[config.mk]
export PLATFORM = sky130hd
export DESIGN_NAME = clarvi_mem_sequencer
export DESIGN_NICKNAME = d
export VERILOG_FILES = /design/src/rtl/clarvi_mem_sequencer.sv
export SDC_FILE = /design/constraint.sdc
export NUM_CORES = 1
export LEC_CHECK = 0
export ABC_AREA = 0
export CAP_MARGIN = 20
export CELL_PAD_IN_SITES_DETAIL_PLACEMENT = 1
export CELL_PAD_IN_SITES_GLOBAL_PLACEMENT = 2
export CORE_MARGIN = 2
export CORE_UTILIZATION = 30
export CTS_BUF_LIST = sky130_fd_sc_hd__clkbuf_4 sky130_fd_sc_hd__clkbuf_8
export CTS_CLUSTER_DIAMETER = 30
export DETAILED_ROUTE_END_ITERATION = 10
export PLACE_DENSITY_LB_ADDON = 0.1
export SLEW_MARGIN = 10
export SYNTH_ARGS = -nofsm -noshare
export SYNTH_HDL_FRONTEND = slang
export SYNTH_SLANG_ARGS = --single-unit
export TNS_END_PERCENT = 20
[constraint.sdc]
create_clock -name clock -period 11.5 [get_ports clock]
set_clock_uncertainty 0.15 [all_clocks]
set_input_delay 1.725 -clock clock [delete_from_list [all_inputs] [get_ports clock]]
set_output_delay 1.725 -clock clock [all_outputs]
set_load 0.02 [all_outputs]
[src/rtl/clarvi_mem_sequencer.sv]
// Load/store sequencer for the sliced Clarvi datapath: builds the effective address
// slice by slice, then issues lane-aligned beats on a narrow data port and reassembles loads.
module clarvi_mem_sequencer #(
  parameter int SLICE_WIDTH      = 16,
  parameter int NUM_SLICES       = 4,
  parameter int PORT_BYTES       = 2,
  parameter int DATA_ADDR_WIDTH  = 14,
  parameter int ALLOW_MISALIGNED = 1
) (
  input  logic                                                    clock,
  input  logic                                                    reset,
  input  logic                                                    slice_valid,
  input  logic [((NUM_SLICES > 1) ? $clog2(NUM_SLICES) : 1)-1:0] slice_index,
  input  logic [SLICE_WIDTH-1:0]                                  rs1_slice,
  input  logic [SLICE_WIDTH-1:0]                                  imm_slice,
  input  logic [SLICE_WIDTH-1:0]                                  rs2_slice,
  input  logic                                                    op_read,
  input  logic                                                    op_write,
  input  logic [1:0]                                              mem_width,
  input  logic                                                    load_unsigned,
  input  logic                                                    flush,
  output logic                                                    stall_upstream,
  output logic [DATA_ADDR_WIDTH-1:0]                              main_address,
  output logic [PORT_BYTES-1:0]                                   main_byte_enable,
  output logic                                                    main_read_enable,
  output logic                                                    main_write_enable,
  output logic [8*PORT_BYTES-1:0]                                 main_write_data,
  input  logic                                                    main_wait,
  input  logic [8*PORT_BYTES-1:0]                                 main_read_data,
  input  logic                                                    main_read_valid,
  output logic [SLICE_WIDTH*NUM_SLICES-1:0]                       load_data,
  output logic                                                    done,
  output logic                                                    mem_address_error
);

  localparam int XLEN       = SLICE_WIDTH * NUM_SLICES;
  localparam int IDX_W      = (NUM_SLICES > 1) ? $clog2(NUM_SLICES) : 1;
  localparam int LANE_BITS  = $clog2(PORT_BYTES);
  localparam int OFF_W      = (LANE_BITS > 0) ? LANE_BITS : 1;
  localparam int SPAN_BYTES = XLEN / 8 + PORT_BYTES;
  localparam int MAX_BEATS  = (SPAN_BYTES + PORT_BYTES - 1) / PORT_BYTES;
  localparam int BEAT_W     = $clog2(MAX_BEATS + 1);
  localparam int RANGE_LSB  = DATA_ADDR_WIDTH + LANE_BITS;
  localparam int SIGN_W     = $clog2(XLEN);

  typedef enum logic [1:0] {ST_IDLE, ST_ISSUE, ST_WAIT, ST_DONE} state_t;

  state_t                        state;
  logic [XLEN-1:0]               addr_acc;
  logic [XLEN-1:0]               store_acc;
  logic                          carry;
  logic [BEAT_W-1:0]             beat;
  logic [BEAT_W-1:0]             last_beat;
  logic [DATA_ADDR_WIDTH-1:0]    word_addr;
  logic [OFF_W-1:0]              off_r;
  logic [1:0]                    width_r;
  logic                          is_write;
  logic                          uns_r;
  logic [SPAN_BYTES-1:0]         span_be;
  logic [8*SPAN_BYTES-1:0]       span_wdata;
  logic [8*SPAN_BYTES-1:0]       assembly;
  logic                          err_pulse;

  logic                          slice_cin;
  logic [SLICE_WIDTH:0]          slice_sum;
  logic [XLEN-1:0]               next_addr;
  logic [XLEN-1:0]               next_store;
  logic                          last_slice;
  logic [4:0]                    nb;
  logic [OFF_W-1:0]              off;
  logic                          size_err;
  logic                          range_err;
  logic                          align_err;
  logic                          addr_err;
  logic [BEAT_W-1:0]             next_last_beat;
  logic [SPAN_BYTES-1:0]         next_span_be;
  logic [8*SPAN_BYTES-1:0]       next_span_wdata;

  // Slice arithmetic and access decode, evaluated against the slice arriving this cycle.
  always_comb begin
    // NOTE: every variable gets a full default before any partial overwrite, so no latch is inferred.
    slice_cin  = (slice_index == '0) ? 1'b0 : carry;
    slice_sum  = {1'b0, rs1_slice} + {1'b0, imm_slice} + {{SLICE_WIDTH{1'b0}}, slice_cin};
    next_addr  = addr_acc;
    next_addr[slice_index*SLICE_WIDTH +: SLICE_WIDTH] = slice_sum[SLICE_WIDTH-1:0];
    next_store = store_acc;
    next_store[slice_index*SLICE_WIDTH +: SLICE_WIDTH] = rs2_slice;

    last_slice = slice_valid && (slice_index == IDX_W'(NUM_SLICES - 1));
    nb         = 5'd1 << mem_width;
    off        = (LANE_BITS > 0) ? next_addr[OFF_W-1:0] : '0;
    size_err   = (int'(nb) * 8) > XLEN;
    range_err  = (next_addr >> RANGE_LSB) != '0;
    align_err  = (ALLOW_MISALIGNED == 0) && ((next_addr[4:0] & (nb - 5'd1)) != 5'd0);
    addr_err   = size_err || range_err || align_err;

    next_last_beat  = BEAT_W'((int'(off) + int'(nb) + PORT_BYTES - 1) / PORT_BYTES - 1);
    next_span_be    = ((SPAN_BYTES'(1) << nb) - SPAN_BYTES'(1)) << off;
    next_span_wdata = (8*SPAN_BYTES)'(next_store) << {off, 3'b000};
  end

  logic [PORT_BYTES-1:0]   cur_be;
  logic [8*PORT_BYTES-1:0] cur_wdata;
  logic                    issuing;

  assign cur_be    = span_be[beat*PORT_BYTES +: PORT_BYTES];
  assign cur_wdata = span_wdata[beat*8*PORT_BYTES +: 8*PORT_BYTES];
  assign issuing   = (state == ST_ISSUE) && !flush && !reset;

  assign main_read_enable  = issuing && !is_write;
  assign main_write_enable = issuing && is_write;
  assign main_address      = (state == ST_ISSUE) ? word_addr + DATA_ADDR_WIDTH'(beat) : '0;
  assign main_byte_enable  = (state == ST_ISSUE) ? cur_be : '0;
  assign main_write_data   = (state == ST_ISSUE) ? cur_wdata : '0;
  assign stall_upstream    = (state == ST_ISSUE) || (state == ST_WAIT);
  assign done              = (state == ST_DONE);
  assign mem_address_error = err_pulse;

  // Load result: drop the leading offset bytes, keep nb bytes, then extend from the top kept bit.
  logic [XLEN-1:0]   raw;
  logic [XLEN-1:0]   keep_mask;
  logic [7:0]        nbits;
  logic [SIGN_W-1:0] sign_pos;
  logic              sign;
  logic [XLEN-1:0]   load_ext;

  always_comb begin
    nbits     = {3'b000, 5'd1 << width_r} << 3;
    raw       = XLEN'(assembly >> {off_r, 3'b000});
    keep_mask = (XLEN'(1) << nbits) - XLEN'(1);
    sign_pos  = SIGN_W'(nbits - 8'd1);
    sign      = raw[sign_pos];
    load_ext  = (sign && !uns_r) ? (raw | ~keep_mask) : (raw & keep_mask);
  end

  assign load_data = (state == ST_DONE && !is_write) ? load_ext : '0;

  always_ff @(posedge clock) begin
    // NOTE: sequential state uses non-blocking assignments only, so every register sees pre-edge values.
    if (reset || flush) begin
      state      <= ST_IDLE;
      addr_acc   <= '0;
      store_acc  <= '0;
      carry      <= 1'b0;
      beat       <= '0;
      last_beat  <= '0;
      word_addr  <= '0;
      off_r      <= '0;
      width_r    <= '0;
      is_write   <= 1'b0;
      uns_r      <= 1'b0;
      span_be    <= '0;
      span_wdata <= '0;
      assembly   <= '0;
      err_pulse  <= 1'b0;
    end else begin
      err_pulse <= 1'b0;
      unique case (state)
        ST_IDLE: begin
          if (slice_valid) begin
            addr_acc  <= next_addr;
            store_acc <= next_store;
            carry     <= slice_sum[SLICE_WIDTH];
            if (last_slice && (op_read || op_write)) begin
              if (addr_err) begin
                err_pulse <= 1'b1;
              end else begin
                state      <= ST_ISSUE;
                beat       <= '0;
                last_beat  <= next_last_beat;
                word_addr  <= next_addr[LANE_BITS +: DATA_ADDR_WIDTH];
                off_r      <= off;
                width_r    <= mem_width;
                is_write   <= op_write;
                uns_r      <= load_unsigned;
                span_be    <= next_span_be;
                span_wdata <= next_span_wdata;
                assembly   <= '0;
              end
            end
          end
        end
        ST_ISSUE: begin
          if (!main_wait) begin
            if (!is_write)               state <= ST_WAIT;
            else if (beat == last_beat)  state <= ST_DONE;
            else                         beat  <= beat + BEAT_W'(1);
          end
        end
        ST_WAIT: begin
          if (main_read_valid) begin
            for (int i = 0; i < PORT_BYTES; i++) begin
              if (cur_be[i]) assembly[(int'(beat) * PORT_BYTES + i) * 8 +: 8] <= main_read_data[i*8 +: 8];
            end
            if (beat == last_beat) begin
              state <= ST_DONE;
            end else begin
              beat  <= beat + BEAT_W'(1);
              state <= ST_ISSUE;
            end
          end
        end
        ST_DONE: state <= ST_IDLE;
        default: state <= ST_IDLE;
      endcase
    end
  end

endmodule
==> out/summary.txt, run 1 <==
outcome: finished, final reports clean
VDD IR max: 0.0000926 V
initial cell density of the core: 30.5%
leak pwr: 0.00746 uW
Async SR Flop Fraction: 0%
row count: 85
clk root buf: clkbuf_8
Post-Syn Area: 16500 sq um
core area: 54100 sq um
via-per-instance ratio: 5.31
gpl congestion: 0.794
CP max-delay cell: buf_4
top cells by count, synth: nand2_1 (337), dfxtp_1 (309), a21oi_1 (225)
FF-to-FF End: assembly[3]$_SDFFE_PP0P_
Placed Cells: 2791
syn avg cell area: 8.07 sq um
post-route ant nets: 0
clk_lat worst skew: 0.67 ns
DP Worst Slack: 3.69 ns
hpwl dp: 43100 microns
Hold WC Path Type: register to register
min Tclk post-route: 7.13 ns
fin cells: 2955
All-Layer GR Usage: 22.4%
die area: 56900 sq um
Reg2Reg Setup Slack: 6.30 ns
CP Depth: 18
cell family with most CP delay: buffers and inverters
chip width: 239 microns
Worst Tran Pin Value: 1.09 ns
unrepaired setup endpoints after global routing: no
Sink Count: 309
DRC marker count from the first detailed-route iteration: 766
Final #Nets: 2308
Post-CTS Resized: 0
first-pass GRT wire length: 98200 microns
CP max FO: 74
Final Cell Area: 20900 sq um
power per standard cell area: 149 nW/um^2
final worst setup slack: 4.37 ns
hold_buf cts: 0
area share of the leading cell type in the synthesized netlist: 37.5%
total gr overflow: 0
sequential share of the synthesized area: 37.5%
largest cells by area after synthesis: dfxtp_1 (37%), nand2_1 (7.7%), a21oi_1 (6.8%), mux2i_1 (5.5%), a211oi_1 (4.6%)
CP required: 11.90 ns
DR pass1 iterations: 5
critical path cell sequence: clkdlybuf4s50_1 > inv_1 > ha_1 > nand2b_1 > fa_1 > inv_1 > fa_1 > and4b_1 > mux2_2 > nor3_1 > nand3_1 > a211oi_1 > o2111ai_1 > nor2_2 > and4_4 > buf_4 > o32ai_2 > a22o_1
cell count after synthesis: 2045
clock-pin slew on the worst setup and hold paths: 0.05 ns
Ys Warns: 0
CP Launch Point: slice_index[0]
top_reg_cell synth: dfxtp_1
endpoints failing setup: 0
die height: 239 microns
MaxCap Viol Count: 0
crit end category: register
Max Freq: 140 MHz
worst relative slew slack: 27.1%
FF/Latch Area: 6190 sq um
Post-route DRC: 0
per-cell routed wire length: 21.7 microns
most frequent cell after synthesis: nand2_1
Post-CTS Setup Repair Bufs: 0
FF-to-FF path depth: 15
number of synthesized flops with an enable pin: 0
vias in the first global route: 16203
count of final hold-check violations: 0
Buf+Inv Stages, Crit Path: 4
WL final: 64100 microns
CP Launch Type: input pin
CP max stage delay: 0.74 ns
footprint of the multi-input gates: 9590 sq um
largest net degree at the start of global routing: 182
Fillers: 6359
num ports: 178
crit path DAT: 7.53 ns
routed vias: 15691
H-tree lvl count: 3
worst r2r src: carry$_SDFFE_PP0P_
clock tree buffer depth: 3
# diodes: 0
Yosys cell types: 81
share of cells above drive strength 1: 12.4%
synthesized net count: 2164
IO buf count: 177
Setup crit end: assembly[3]$_SDFFE_PP0P_
max-slew violations: 0
initial antenna violation count: 2
Post-DP Area: 18800 sq um
period utilisation layout: 62.0%
Layout area overhead: 26.8%
CTS Buf Count: 89
Final TNS setup: 0 ns
crit path kind: input pin to register
flops & latches, synth: 309
CTS tree: built
Synth area leader: dfxtp_1
-- where the power goes --
| group | switching (uW) | internal [uW] | total [uW] | leakage, uW |
|---|---|---|---|---|
| sequential | 7.42 | 1090 | 1090 | 0.00250 |
| combinational | 207 | 96.7 | 304 | 0.00387 |
| clock | 609 | 1100 | 1710 | 0.00109 |
| total | 824 | 2290 | 3110 | 0.00746 |
-- area by class of cell --
class / instances / share of cell area (%)
timing repair buffer: 212 / 9.80
clock inverter: 38 / 2.18
sequential: 309 / 29.6
inverter: 42 / 0.754
multi-input combinational: 1535 / 45.9
clock buffer: 123 / 7.65
tap: 696 / 4.16
-- registers in the layout, summed over array words and instances (netlist names) --
signal,count
word_addr,14
span_wdata,72
beat,3
span_be,8
carry,1
off_r,1
assembly,72
is_write,1
uns_r,1
mem_address_error,1
width_r,2
state,2
last_beat,3
addr_acc,64
store_acc,64
-- layer usage --
metal	global-route usage, %	vias up	wire length [microns]	part of all wire [%]
li1	-	7555	-	-
met2	38.6	302	31000	48
met3	4.24	105	2440	3.8
met1	28.4	7727	29000	45
met5	0	-	13	0.020
met4	6.84	2	1570	2.4
-- cell usage in the layout (no fill, tap or decap), drive strengths merged, types with 9 or more instances in the layout --
| cell type | instances |
|---|---|
| inv | 47 |
| or3 | 25 |
| o21ai | 42 |
| clkinv | 23 |
| a22oi | 48 |
| xor2 | 16 |
| nand3 | 71 |
| nor2 | 202 |
| bufinv | 9 |
| mux2 | 33 |
| and2 | 11 |
| o211ai | 36 |
| and3 | 14 |
| mux2i | 90 |
| nor4 | 9 |
| nand2 | 337 |
| clkbuf | 123 |
| mux4 | 17 |
| ha | 39 |
| xnor2 | 10 |
| nor3 | 14 |
| clkdlybuf4s50 | 177 |
| dfxtp | 309 |
| nand2b | 9 |
| a21oi | 227 |
| a22o | 32 |
| nor2b | 70 |
| buf | 35 |
| a211oi | 104 |
-- cells by family after synthesis --
kind of cell | synth area share (%)
AO/OA/AOI/OAI | 21.5
XOR/XNOR | 1.38
adder cells (fa/ha/maj) | 3.32
buffers and inverters | 4.91
flip-flops | 37.5
multiplexers | 10.0
AND/OR/NAND/NOR | 21.4
-- through the flow --
| stage | utilization (%) | power [uW] | hold WS, ns |
|---|---|---|---|
| 5_1_grt | 38.6 | 3240 | 0.310 |
| 2_1_floorplan | - | 1290 | 0.279 |
| 6_report | 38.6 | 3110 | 0.299 |
| 4_1_cts | 38.6 | 3150 | 0.299 |
| 3_5_place_dp | 34.8 | 1420 | 0.293 |
| 3_3_place_gp | 34.8 | 1410 | 0.286 |
-- worst min-delay path by stage --
stage | cells after the start | endpoint | from | slack (ns)
2_1_floorplan | 2 | span_wdata[32]$_SDFFE_PP0P_ | span_wdata[32]$_SDFFE_PP0P_ | 0.28
3_3_place_gp | 2 | span_wdata[3]$_SDFFE_PP0P_ | span_wdata[3]$_SDFFE_PP0P_ | 0.29
3_5_place_dp | 2 | span_wdata[71]$_SDFFE_PP0P_ | span_wdata[71]$_SDFFE_PP0P_ | 0.29
4_1_cts | 2 | span_wdata[71]$_SDFFE_PP0P_ | span_wdata[71]$_SDFFE_PP0P_ | 0.30
5_1_grt | 2 | span_wdata[52]$_SDFFE_PP0P_ | span_wdata[52]$_SDFFE_PP0P_ | 0.31
6_report | 2 | span_wdata[71]$_SDFFE_PP0P_ | span_wdata[71]$_SDFFE_PP0P_ | 0.30
-- tightest hold or removal path, cell delays in order, from the launching register on --
cell and delay (ns):
dfxtp_1 0.30, nand2_1 0.05, a21oi_1 0.05
Note: power is estimated with default switching activity, not from simulation.
==> run 2, diff against run 1 <==
clock period = 7.3 ns   (was 11.5 ns; I/O delays follow)
==> run 2 against run 1 <==
Clock-buffer cell count increased by 3; sequential power increased by 58%; first-iteration DRC count is 11% higher; die area did not move; critical path type unchanged; highest routed layer is now met4.
==> out/summary.txt, run 2 (synthesized netlist as in run 1, its figures left out) <==
H-tree lvl count: 3
initial antenna violation count: 1
Post-CTS Setup Repair Bufs: 0
leak pwr: 0.00761 uW
unrepaired setup endpoints after global routing: no
IO buf count: 177
share of cells above drive strength 1: 12.9%
power per standard cell area: 247 nW/um^2
num ports: 178
Final TNS setup: 0 ns
min Tclk post-route: 5.94 ns
gpl congestion: 0.807
post-route ant nets: 0
total gr overflow: 0
Final #Nets: 2315
Max Freq: 168 MHz
CP Launch Type: input pin
crit path kind: input pin to register
count of final hold-check violations: 0
via-per-instance ratio: 5.31
CTS Buf Count: 92
clk root buf: clkbuf_8
MaxCap Viol Count: 0
WL final: 64900 microns
leading cell types in the layout, fill and taps excluded: nand2_1 (337), dfxtp_1 (307), a21oi_1 (225)
chip width: 239 microns
Largest regs: assembly: 72 flops, span_wdata: 72 flops
first-pass GRT wire length: 98900 microns
largest net degree at the start of global routing: 98
routed vias: 15773
final core utilization: 39.3%
Post-CTS Resized: 0
Post-route DRC: 0
final hold slack: 0.297 ns
VDD IR max: 0.000136 V
Hold Path Stages: 2
per-cell routed wire length: 21.9 microns
endpoints failing setup: 0
vias in the first global route: 16299
CP required: 7.72 ns
core area: 54100 sq um
crit end category: register
worst relative slew slack: 27.1%
DRC marker count from the first detailed-route iteration: 853
CTS tree: built
hpwl dp: 43800 microns
crit path DAT: 6.36 ns
CP max FO: 71
All-Layer GR Usage: 22.6%
Hold WC Path Type: register to register
row count: 85
die height: 239 microns
initial cell density of the core: 30.5%
Worst Tran Pin Value: 1.09 ns
clock tree buffer depth: 3
hold_buf cts: 0
period utilisation layout: 81.4%
clock-pin slew on the worst setup and hold paths: 0.05 ns
commonest non-fill, non-tap cell in the layout: nand2_1
die area: 56900 sq um
Layout area overhead: 28.8%
outcome: finished, final reports clean
FF-to-FF path depth: 15
clk_lat worst skew: 0.66 ns
Sink Count: 309
max-slew violations: 0
DR pass1 iterations: 4
==> run 2: changes by cell type in the layout (fill, tap and decap cells not counted), sizes merged <==
| cell | before | now |
|---|---|---|
| buf | 35 | 39 |
| bufinv | 9 | 16 |
| clkbuf | 123 | 126 |
| clkinv | 23 | 24 |
| clkinvlp | 1 | 4 |
| diode | 0 | 1 |
| inv | 47 | 44 |
==> run 2: where the power goes <==
group          internal [uW]  switching, uW  total [uW]
logic                    156            326         483
clock network           2050           1000        3050
registers               1710           12.1        1720
total                   3920           1340        5260
==> run 2: final timing paths <==
check,end,startpoint,slack (ns)
min reg2reg,span_wdata[13]$_SDFFE_PP0P_,span_wdata[13]$_SDFFE_PP0P_,0.30
min,span_wdata[13]$_SDFFE_PP0P_,span_wdata[13]$_SDFFE_PP0P_,0.30
max,span_be[3]$_SDFFE_PP0P_,slice_index[0],1.36
max reg2reg,span_be[3]$_SDFFE_PP0P_,carry$_SDFFE_PP0P_,2.63
==> run 2: layout make-up <==
cell class / instances / area, sq um
clock inverters: 46 / 676
flip-flops and latches: 309 / 6190
inverters: 42 / 158
diodes: 1 / 2.50
clock buffers: 126 / 1660
well taps: 696 / 871
repair buffers: 216 / 2100
multi-input cells: 1535 / 9590
fillers: 6322 / 32900
==> run 2: routing by layer <==
layer	global-route usage (%)	share of wire [%]	vias to the layer above	routed length [microns]
met5	0	0	-	0
met4	6.78	2.2	0	1440
met3	3.74	3.2	88	2060
met2	38.0	48	298	31100
met1	29.6	47	7812	30300
li1	-	-	7575	-
==> run 2: metrics by stage <==
step	instances	area, sq um	setup WS, ns	power [uW]
floorplan	2045	16500	2.42	2020
global placement	2794	18900	0.815	2230
detailed placement	2796	18900	0.695	2240
CTS	2968	21200	1.41	5330
global route	2971	21300	1.06	5470
finish	2971	21300	1.36	5260
==> run 2: worst max-delay path, cell delays in order <==
cell	delay (ns)
clkdlybuf4s50_1	0.67
inv_1	0.14
ha_1	0.31
nand2b_1	0.19
fa_1	0.38
inv_1	0.08
fa_1	0.51
and4b_1	0.23
mux2_2	0.27
nor3_1	0.18
nand3_1	0.14
a211oi_1	0.25
o2111ai_1	0.21
nor2_2	0.33
and4_4	0.59
buf_12	0.36
o311ai_0	0.21
a21oi_1	0.17
